===== src/rtl/mac_arbiter.sv =====
// -----------------------------------------------------------------------------
// mac_arbiter
//
// Purpose:
//   Two-requester round-robin arbiter in front of a single two-stage
//   multiply-accumulate engine. A granted requester streams LEN operand pairs
//   (x, y) with a valid/ready handshake. The MAC registers x*y at the accept
//   edge and adds that product into the accumulator on the following edge.
//   Two DRAIN cycles flush the final product, then a one-cycle DONE strobe
//   presents the 32-bit result and the owning requester id.
//
// Build option:
//   MAC_SAT_EN  defined   -> accumulator saturates at 32'hFFFF_FFFF and stays
//                            there for the rest of the job.
//               undefined -> accumulator wraps modulo 2^32.
//   The port list is identical in both builds.
//
// Parameters:
//   LEN_W        width of the per-job operand pair count.
//
// Ports:
//   i_Clk        clock; all state updates on the rising edge.
//   i_Rst        asynchronous active-high reset; aborts any job in flight.
//   i_req_N      job request from requester N (sampled only in IDLE).
//   i_len_N      pair count of requester N's job (latched on grant).
//   i_x_N/i_y_N  16-bit unsigned operands from requester N.
//   i_valid_N    operand pair from requester N is valid.
//   o_grant_N    requester N owns the MAC (grant edge through DONE).
//   o_ready_N    the MAC accepts a pair from requester N this cycle.
//   o_sum        result of the most recent job; holds until the next DONE.
//   o_done       one-cycle result strobe.
//   o_done_id    requester that owns o_sum.
// -----------------------------------------------------------------------------
module mac_arbiter #(
    parameter int LEN_W = 8
) (
    input  logic             i_Clk,
    input  logic             i_Rst,
    input  logic             i_req_0,
    input  logic             i_req_1,
    input  logic [LEN_W-1:0] i_len_0,
    input  logic [LEN_W-1:0] i_len_1,
    input  logic [15:0]      i_x_0,
    input  logic [15:0]      i_y_0,
    input  logic [15:0]      i_x_1,
    input  logic [15:0]      i_y_1,
    input  logic             i_valid_0,
    input  logic             i_valid_1,
    output logic             o_grant_0,
    output logic             o_grant_1,
    output logic             o_ready_0,
    output logic             o_ready_1,
    output logic [31:0]      o_sum,
    output logic             o_done,
    output logic             o_done_id
);

    typedef enum logic [1:0] {
        ST_IDLE  = 2'd0,
        ST_RUN   = 2'd1,
        ST_DRAIN = 2'd2,
        ST_DONE  = 2'd3
    } state_t;

    state_t           r_state;
    state_t           w_state_nxt;

    // Job context
    logic             r_owner;       // requester currently holding the MAC
    logic             r_last_grant;  // requester granted most recently
    logic [LEN_W-1:0] r_len;
    logic [LEN_W-1:0] r_cnt;         // pairs accepted so far
    logic             r_drain;       // second DRAIN cycle marker

    // MAC pipeline
    logic [31:0]      r_prod;
    logic [31:0]      r_acc;

    // Result registers
    logic [31:0]      r_sum;
    logic             r_done_id;

    // Combinational control
    logic             w_grant_en;
    logic             w_win_id;
    logic [LEN_W-1:0] w_win_len;
    logic             w_accept;
    logic [LEN_W-1:0] w_cnt_inc;
    logic [15:0]      w_x;
    logic [15:0]      w_y;
    logic [31:0]      w_prod;
    logic [31:0]      w_acc_sum;

    assign w_cnt_inc = r_cnt + LEN_W'(1);
    assign w_x       = r_owner ? i_x_1 : i_x_0;
    assign w_y       = r_owner ? i_y_1 : i_y_0;
    assign w_prod    = 32'(w_x) * 32'(w_y);

`ifdef MAC_SAT_EN
    // Carry out of the 33-bit sum means the true total exceeded 2^32-1.
    // Once pinned at all-ones, any further add carries again, so the value
    // holds for the remainder of the job without extra state.
    logic [32:0]      w_acc_wide;
    assign w_acc_wide = {1'b0, r_acc} + {1'b0, r_prod};
    assign w_acc_sum  = w_acc_wide[32] ? '1 : w_acc_wide[31:0];
`else
    assign w_acc_sum  = r_acc + r_prod;
`endif

    // -------------------------------------------------------------------------
    // State register
    // -------------------------------------------------------------------------
    always_ff @(posedge i_Clk or posedge i_Rst) begin
        if (i_Rst) begin
            r_state <= ST_IDLE;
        end else begin
            r_state <= w_state_nxt;
        end
    end

    // -------------------------------------------------------------------------
    // Next-state, arbitration and handshake outputs
    // -------------------------------------------------------------------------
    always_comb begin
        w_state_nxt = r_state;
        w_grant_en  = 1'b0;
        w_win_id    = 1'b0;
        w_accept    = 1'b0;
        o_ready_0   = 1'b0;
        o_ready_1   = 1'b0;

        // Round-robin tie-break: with both requests present the requester
        // that was not granted last wins.
        if (i_req_0 && i_req_1) begin
            w_win_id = ~r_last_grant;
        end else begin
            w_win_id = i_req_1;
        end
        w_win_len = w_win_id ? i_len_1 : i_len_0;

        case (r_state)
            ST_IDLE: begin
                if (i_req_0 || i_req_1) begin
                    w_grant_en  = 1'b1;
                    w_state_nxt = (w_win_len == '0) ? ST_DRAIN : ST_RUN;
                end
            end
            ST_RUN: begin
                o_ready_0 = ~r_owner;
                o_ready_1 = r_owner;
                w_accept  = r_owner ? i_valid_1 : i_valid_0;
                if (w_accept && (w_cnt_inc == r_len)) begin
                    w_state_nxt = ST_DRAIN;
                end
            end
            ST_DRAIN: begin
                if (r_drain) begin
                    w_state_nxt = ST_DONE;
                end
            end
            ST_DONE: begin
                w_state_nxt = ST_IDLE;
            end
            default: begin
                w_state_nxt = ST_IDLE;
            end
        endcase
    end

    // -------------------------------------------------------------------------
    // Job context, MAC pipeline and result registers
    // -------------------------------------------------------------------------
    always_ff @(posedge i_Clk or posedge i_Rst) begin
        if (i_Rst) begin
            r_owner      <= 1'b0;
            r_last_grant <= 1'b1;
            r_len        <= '0;
            r_cnt        <= '0;
            r_drain      <= 1'b0;
            r_prod       <= '0;
            r_acc        <= '0;
            r_sum        <= '0;
            r_done_id    <= 1'b0;
        end else if (w_grant_en) begin
            r_owner      <= w_win_id;
            r_last_grant <= w_win_id;
            r_len        <= w_win_len;
            r_cnt        <= '0;
            r_drain      <= 1'b0;
            r_prod       <= '0;
            r_acc        <= '0;
        end else begin
            case (r_state)
                ST_RUN: begin
                    // Accumulator always consumes the previous product; a
                    // bubble cycle loads a zero product so it adds nothing.
                    r_acc <= w_acc_sum;
                    if (w_accept) begin
                        r_prod <= w_prod;
                        r_cnt  <= w_cnt_inc;
                    end else begin
                        r_prod <= '0;
                    end
                end
                ST_DRAIN: begin
                    r_acc   <= w_acc_sum;
                    r_prod  <= '0;
                    r_drain <= ~r_drain;
                    // Last DRAIN edge: the final product was folded in on the
                    // previous edge, so w_acc_sum is the finished result.
                    if (r_drain) begin
                        r_sum     <= w_acc_sum;
                        r_done_id <= r_owner;
                    end
                end
                default: begin
                end
            endcase
        end
    end

    // Grant spans every non-IDLE state, so it is a pure decode of the FSM.
    assign o_grant_0 = (r_state != ST_IDLE) && !r_owner;
    assign o_grant_1 = (r_state != ST_IDLE) && r_owner;
    assign o_done    = (r_state == ST_DONE);
    assign o_sum     = r_sum;
    assign o_done_id = r_done_id;

endmodule


===== config.mk =====
export PLATFORM = sky130hd
export DESIGN_NAME = mac_arbiter
export DESIGN_NICKNAME = d
export VERILOG_FILES = /design/src/rtl/mac_arbiter.sv
export SDC_FILE = /design/constraint.sdc
export NUM_CORES = 1
export LEC_CHECK = 0
export CELL_PAD_IN_SITES_DETAIL_PLACEMENT = 1
export CELL_PAD_IN_SITES_GLOBAL_PLACEMENT = 1
export CORE_ASPECT_RATIO = 0.6
export CORE_MARGIN = 4
export CORE_UTILIZATION = 40
export CTS_CLUSTER_SIZE = 30
export DETAILED_ROUTE_END_ITERATION = 6
export MAX_ROUTING_LAYER = met4
export PLACE_DENSITY_LB_ADDON = 0.3
export SLEW_MARGIN = 20
export SYNTH_ARGS = -nofsm -noshare
export SYNTH_HDL_FRONTEND = slang
export SYNTH_SLANG_ARGS = --single-unit

===== constraint.sdc =====
create_clock -name i_Clk -period 7.35 [get_ports i_Clk]
set_clock_uncertainty 0.1 [all_clocks]
set_input_delay 1.47 -clock i_Clk [delete_from_list [all_inputs] [get_ports i_Clk]]
set_output_delay 1.47 -clock i_Clk [all_outputs]
set_load 0.03 [all_outputs]

==> summary.txt, run 1 <==
Clock network
  • Clock-pin transition on the worst setup and hold timing paths: approximately 0.06 ns
  • Root Buffer Master: clkbuf_16
  • Total clock sinks: about 120
  • Clock Path Buffers: 2
  • H-tree depth: 4
  • Num CTS Buffers: 17
  • Clock Latency Late Sink: roughly 0.43 ns
  • CTS tree: built

Logic synthesis
  • Adder-Cell Fraction of Synth Area: around 37%
  • Yosys warns: 0
  • Mean Syn Cell Area: 8.825 um^2
  • Share of the yosys chip area belonging to registers: around 19%
  • Ys async rst share: between 90% and 100%
  • Syn Inst Count: about 1700
  • Largest family of logic cells by synthesized area: adder cells
  • Mux cell area share after synthesis: under 10%
  • Post-synth EDFFs: 0
  • Cell area after synthesis: 0.01536 mm^2
  • Synth Area in Compound Gates: roughly 10%
  • Most used DFF post-synth: dfrtp_1
  • XOR/XNOR Fraction of Synth Area: ~4.3%
  • Syn_nets: about 2200
  • Synth cell types: roughly 70
  • Simple-gate share of the synthesized area: about 15%
  • Synth Register Bits: 118

Worst hold path
  • Tightest Hold Check Type: reg -> reg
  • Hold Startpoint: o_sum[6]$_DFFE_PP0P_

Floorplanning
  • Die Footprint: around 0.042 mm^2
  • Die Width: roughly 260 um
  • Row count: 55
  • Core Box Area: approximately 0.038 mm^2
  • Die Height: about 160 um
  • Initial Util: 40.65%
  • # IOs: 124

Worst setup path
  • Crit path arrival time: about 7.5 ns
  • Crit path kind: in -> reg
  • Worst setup path startpoint: i_x_1[5]
  • Startpoint Class: input port
  • Crit end category: flop
  • Worst-path maximum fanout: 5
  • Crit path required time: about 7.6 ns
  • Reg-to-Reg Start: r_owner$_DFFE_PP0P_

Job
  • Max Cap Viol: 0

Timing
  • Crit path time final: ~7.3 ns
  • Maximum clock frequency: 136.4 MHz
  • Max-Slew Margin vs Limit: 29.85%
  • Fin. max-slew vios: 0
  • RSZ-0062 raised after global routing: yes
  • Worst Tran Pin Value: roughly 1.0 ns
  • Final hold violations: 0
  • Tcrit/Tclk final: between 90% and 100%
  • Sum Neg Setup Slack: 0 ns
  • Final setup fails: 0

Place
  • DP HPWL: 42.13 mm
  • Routability cong.: roughly 0.96
  • Placement Cell Area: about 0.018 mm^2
  • PortBufs: ~120

Global route
  • GR Overflow Total: 0
  • Largest net degree at the start of global routing: 70
  • First-pass GRT wire length: 83.63 mm
  • Initial antenna violation count: 2
  • GR Util All Layers: a little over a quarter
  • Number of global-route vias before repair: 15182

Cells and area
  • Area grow syn2layout: 30.52%
  • Final Instance Area: roughly 0.02 mm^2
  • Most common cell after layout, fill and taps aside: nand2_1
  • Layout cells sized above 1: roughly 20%
  • Nets: about 2500
  • Commonest cells after routing, fill and taps aside: 265 x nand2_1, 223 x inv_1, 189 x buf_4
  • # fillers: ~4300

Route
  • Vias/cell: roughly 5.4
  • Routed WL: about 54 mm
  • DR WL/cell: 20.96 um
  • DR DRC count: 0
  • DRT antenna net count: 0
  • First-pass DRT Iterations: 5
  • Routed vias: about 14000
  • 1st-iter DRT viols: approximately 1000

Status
  • Status: complete, no violations
## metrics by stage
step	setup WS, ns	hold slack (ns)	util [%]	std cells
detailed placement	-0.7657	0.3614	48.84	2491
finish	0.02040	0.3698	53.05	2566
CTS	-0.004787	0.3781	51.52	2540
global route	-0.09629	0.3977	53.05	2565
global placement	-0.6081	0.3606	48.84	2491
floorplan	0.02787	0.3563	-	1740
## worst max-delay path: stages
cell and delay (ns):
dlygate4sd2_1 0.26, mux2i_1 0.15, buf_4 0.20, nor2_1 0.07, fa_1 0.55, inv_1 0.06
fa_1 0.51, inv_2 0.05, fa_1 0.54, fa_2 0.44, fa_1 0.49, inv_1 0.05
fa_1 0.53, inv_2 0.06, ha_4 0.27, nand4_1 0.14, or3_1 0.40, a221o_1 0.35
a21oi_2 0.18, buf_6 0.14, o31ai_4 0.06, o21ai_1 0.20, a21oi_1 0.10, mux2i_1 0.16
nand3_1 0.10
## worst paths after layout
path,to,slack (ns),cells past startpoint
hold / removal,o_sum[6]$_DFFE_PP0P_,0.37,2
max in group asynchronous,r_owner$_DFFE_PP0P_,4.26,3
setup / recovery,r_prod[31]$_DFFE_PP0P_,0.02,25
min in group asynchronous,o_sum[5]$_DFFE_PP0P_,1.41,2
setup reg to reg,r_prod[31]$_DFFE_PP0P_,0.17,25
hold reg to reg,o_sum[6]$_DFFE_PP0P_,0.37,2
## cell type report
type	count	area, um^2	area share (%)
inverters	246	925.9	4.620
flip-flops and latches	118	2958	14.76
clock inverters	10	102.6	0.5119
diodes	4	10.01	0.04994
multi-input cells	1313	11830	59.00
well taps	513	641.9	3.202
repair buffers	340	3105	15.49
clock buffers	22	474.2	2.366
## logic make-up (layout without fill, tap and decap cells)
logic type | Yosys count | count (layout)
and+or+nand+nor | 565 | 565
adders and majority gates | 335 | 335
buffers and inverters | 310 | 618
AOI/OAI and AO/OA | 243 | 243
DFF | 118 | 118
muxes | 96 | 97
xor gates and xnor gates | 73 | 73
other | 0 | 4
## cell usage after synthesis, drive strengths merged (5+ instances only)
cell	n	area, um^2
o21bai	6	45.04
nand3	20	100.1
nand4	9	56.30
dfrtp	117	2928
inv	245	919.6
nand2b	7	43.79
fa	195	3904
nor3	17	90.09
nor4	5	31.28
mux2	31	352.8
a21oi	50	254.0
a31oi	14	87.58
a21o	25	190.2
nor2	178	668.1
nand2	284	1066
nor2b	13	81.33
mux2i	65	650.6
and3	9	56.30
and2	9	56.30
clkbuf	57	214.0
o21ai	81	405.4
xnor2	34	297.8
a22o	5	43.79
or2	5	31.28
ha	140	1752
xor2	38	332.8
nor3b	5	37.54
o211ai	6	45.04
o21a	9	68.82
a211oi	7	70.07
buf	7	28.78
## per-layer routing
metal | vias up | track usage (%) | routed length [um]
li1 | 6241 | - | -
met1 | 7061 | 35.88 | 24630
met2 | 381 | 40.26 | 24810
met3 | 81 | 5.722 | 3096
met4 | 0 | 6.654 | 1246
met5 | - | - | 0
## registers in the layout, indices dropped and copies added (netlist names)
register,count
r_prod,32
r_drain,1
o_done_id,1
r_len,8
r_last_grant,1
r_state,2
r_cnt,8
r_acc,32
o_sum,32
r_owner,1
## repair_timing
item / 4_1_cts / 5_1_grt
pin swaps: 29 / 75
endpoints found under the setup margin: 8 / 14
buffers inserted: 15 / 22
gates resized for setup: 84 / 164
gates cloned: 2 / 2
hold buffers: 0 / 0
Power of run 1 is left out: the tool's default activity adds up to more than one toggle a clock period on the data nets, which glitch-free logic cannot reach.
==> run 2, diff against run 1 <==
--- a/config.mk
+++ b/config.mk
@@ -9,11 +9,12 @@
 export CELL_PAD_IN_SITES_GLOBAL_PLACEMENT = 1
 export CORE_ASPECT_RATIO = 0.6
 export CORE_MARGIN = 4
-export CORE_UTILIZATION = 40
+export CORE_UTILIZATION = 42
 export CTS_CLUSTER_SIZE = 30
 export DETAILED_ROUTE_END_ITERATION = 6
 export MAX_ROUTING_LAYER = met4
 export PLACE_DENSITY_LB_ADDON = 0.3
+export SETUP_SLACK_MARGIN = 0.05
 export SLEW_MARGIN = 20
 export SYNTH_ARGS = -nofsm -noshare
 export SYNTH_HDL_FRONTEND = slang
==> summary.txt, run 2 (synthesis gave the netlist of run 1 again) <==
Place
  • Placement Cell Area: 0.01836 mm^2
  • PortBufs: between 100 and 150
  • Routability cong.: ~0.9
  • DP HPWL: between 40 and 50 mm

Clock network
  • Clock Path Buffers: 2
  • CTS tree: built
  • Num CTS Buffers: 17
  • Root Buffer Master: clkbuf_16
  • Clock-pin transition on the worst setup and hold timing paths: approximately 0.050 ns
  • Total clock sinks: ~120
  • H-tree depth: 4
  • Clock Latency Late Sink: approximately 0.43 ns

Floorplanning
  • Core Box Area: between 0.03 and 0.04 mm^2
  • Die Footprint: approximately 0.040 mm^2
  • Initial Util: a little over two fifths
  • Row count: between 50 and 60
  • Die Width: 254.9 um
  • # IOs: around 120
  • Die Height: roughly 160 um

Timing
  • Maximum clock frequency: approximately 140 MHz
  • Fin. max-slew vios: 0
  • Worst Tran Pin Value: about 0.96 ns
  • Max-Slew Margin vs Limit: a little over a third
  • Tcrit/Tclk final: 99.23%
  • RSZ-0062 raised after global routing: yes
  • Final setup fails: 0
  • Final hold violations: 0
  • Crit path time final: 7.293 ns

Status
  • Status: complete, no violations

Global route
  • Gr busiest metal: met2
  • Initial antenna violation count: 1
  • Largest net degree at the start of global routing: 72
  • First-pass GRT wire length: approximately 86 mm
  • Met2 Usage GRT: a little under half
  • GR Overflow Total: 0
  • Met3 usage in global routing: ~4.5%
  • GR Util All Layers: 28.56%
  • Global routing usage on met1: roughly two fifths
  • Number of global-route vias before repair: 15578

Route
  • DRT antenna net count: 0
  • DR WL/cell: around 23 um
  • DR DRC count: 0
  • Routed WL: roughly 57 mm
  • Vias/cell: 5.594
  • Routed vias: approximately 14000
  • 1st-iter DRT viols: 986
  • First-pass DRT Iterations: 5

Worst setup path
  • CP dominant cell by count: fa_1
  • Worst-path maximum fanout: 4
  • Crit path required time: 7.55 ns
  • Max incr delay on CP: 0.58 ns
  • Critical path's slowest cell: fa_1
  • Startpoint Class: input port
  • Crit end category: flop
  • Crit path kind: in -> reg
  • Crit path arrival time: 7.49 ns

Cells and area
  • Nets: 2471
  • Seq. cell area: slightly below 0.003 mm^2
  • Layout cells sized above 1: about a fifth
  • Most common cell after layout, fill and taps aside: nand2_1
  • Area grow syn2layout: 30.80%
  • Post-layout util: a little under three fifths
  • Commonest cells after routing, fill and taps aside: 265 x nand2_1, 226 x inv_1, 196 x buf_4
  • # fillers: 4061
  • Final Instance Area: roughly 0.02 mm^2
  • Footprint of the multi-input gates: around 0.012 mm^2

Job
  • Max Cap Viol: 0

Worst hold path
  • Tightest Hold Check Type: reg -> reg
[run 2: layer usage]
metal	wire length [um]	vias up
met5	0	-
met4	2312	0
met3	3511	155
met2	26690	490
met1	24870	7263
li1	-	6251
[run 2: cell type report]
cell class                 count  area share (%)
antenna                        1         0.01246
timing repair buffer         353           15.77
clock inverter                 8          0.4734
multi-input combinational   1314           59.00
inverter                     246           4.610
clock buffer                  24           2.498
tap                          467           2.909
sequential                   118           14.73
[run 2: timing repair]
item / in CTS / in global routing
gates resized for setup: 123 / 167
pin swaps: 43 / 76
hold buffers: 0 / 0
setup buffers: 38 / 19
gates cloned: 5 / 0
endpoints found under the setup margin: 7 / 14
[run 2: worst max-delay path: cells and delay by family]
kind	cells	cell delay, ns
buffers and inverters	8	0.81
adder cells (fa/ha/maj)	7	3.49
multiplexers	2	0.40
AO/OA/AOI/OAI	6	1.14
AND/OR/NAND/NOR	2	0.16
[run 2: final timing paths]
check	from	endpoint	slack, ns	cells after the start
max	i_x_1[7]	r_prod[31]$_DFFE_PP0P_	0.06	25
min	o_sum[7]$_DFFE_PP0P_	o_sum[7]$_DFFE_PP0P_	0.37	2
max reg2reg	r_owner$_DFFE_PP0P_	r_prod[31]$_DFFE_PP0P_	0.20	25
min reg2reg	o_sum[7]$_DFFE_PP0P_	o_sum[7]$_DFFE_PP0P_	0.37	2
max in group asynchronous	i_Rst	r_owner$_DFFE_PP0P_	4.24	3
min in group asynchronous	i_Rst	o_sum[13]$_DFFE_PP0P_	1.38	2
[run 2: per-stage QoR]
stage	cells	TNS [ns]	worst slack [ns]	hold slack [ns]
final	2531	0	0.05696	0.3710
after global routing	2531	-0.4236	-0.1306	0.4096
after CTS	2516	0	0.05135	0.3763
after detailed placement	2441	-5.908	-0.6504	0.3630
after global placement	2441	-3.749	-0.4994	0.3579
after floorplan	1740	0	0.06529	0.3563
Power of run 2 is left out for the same reason.
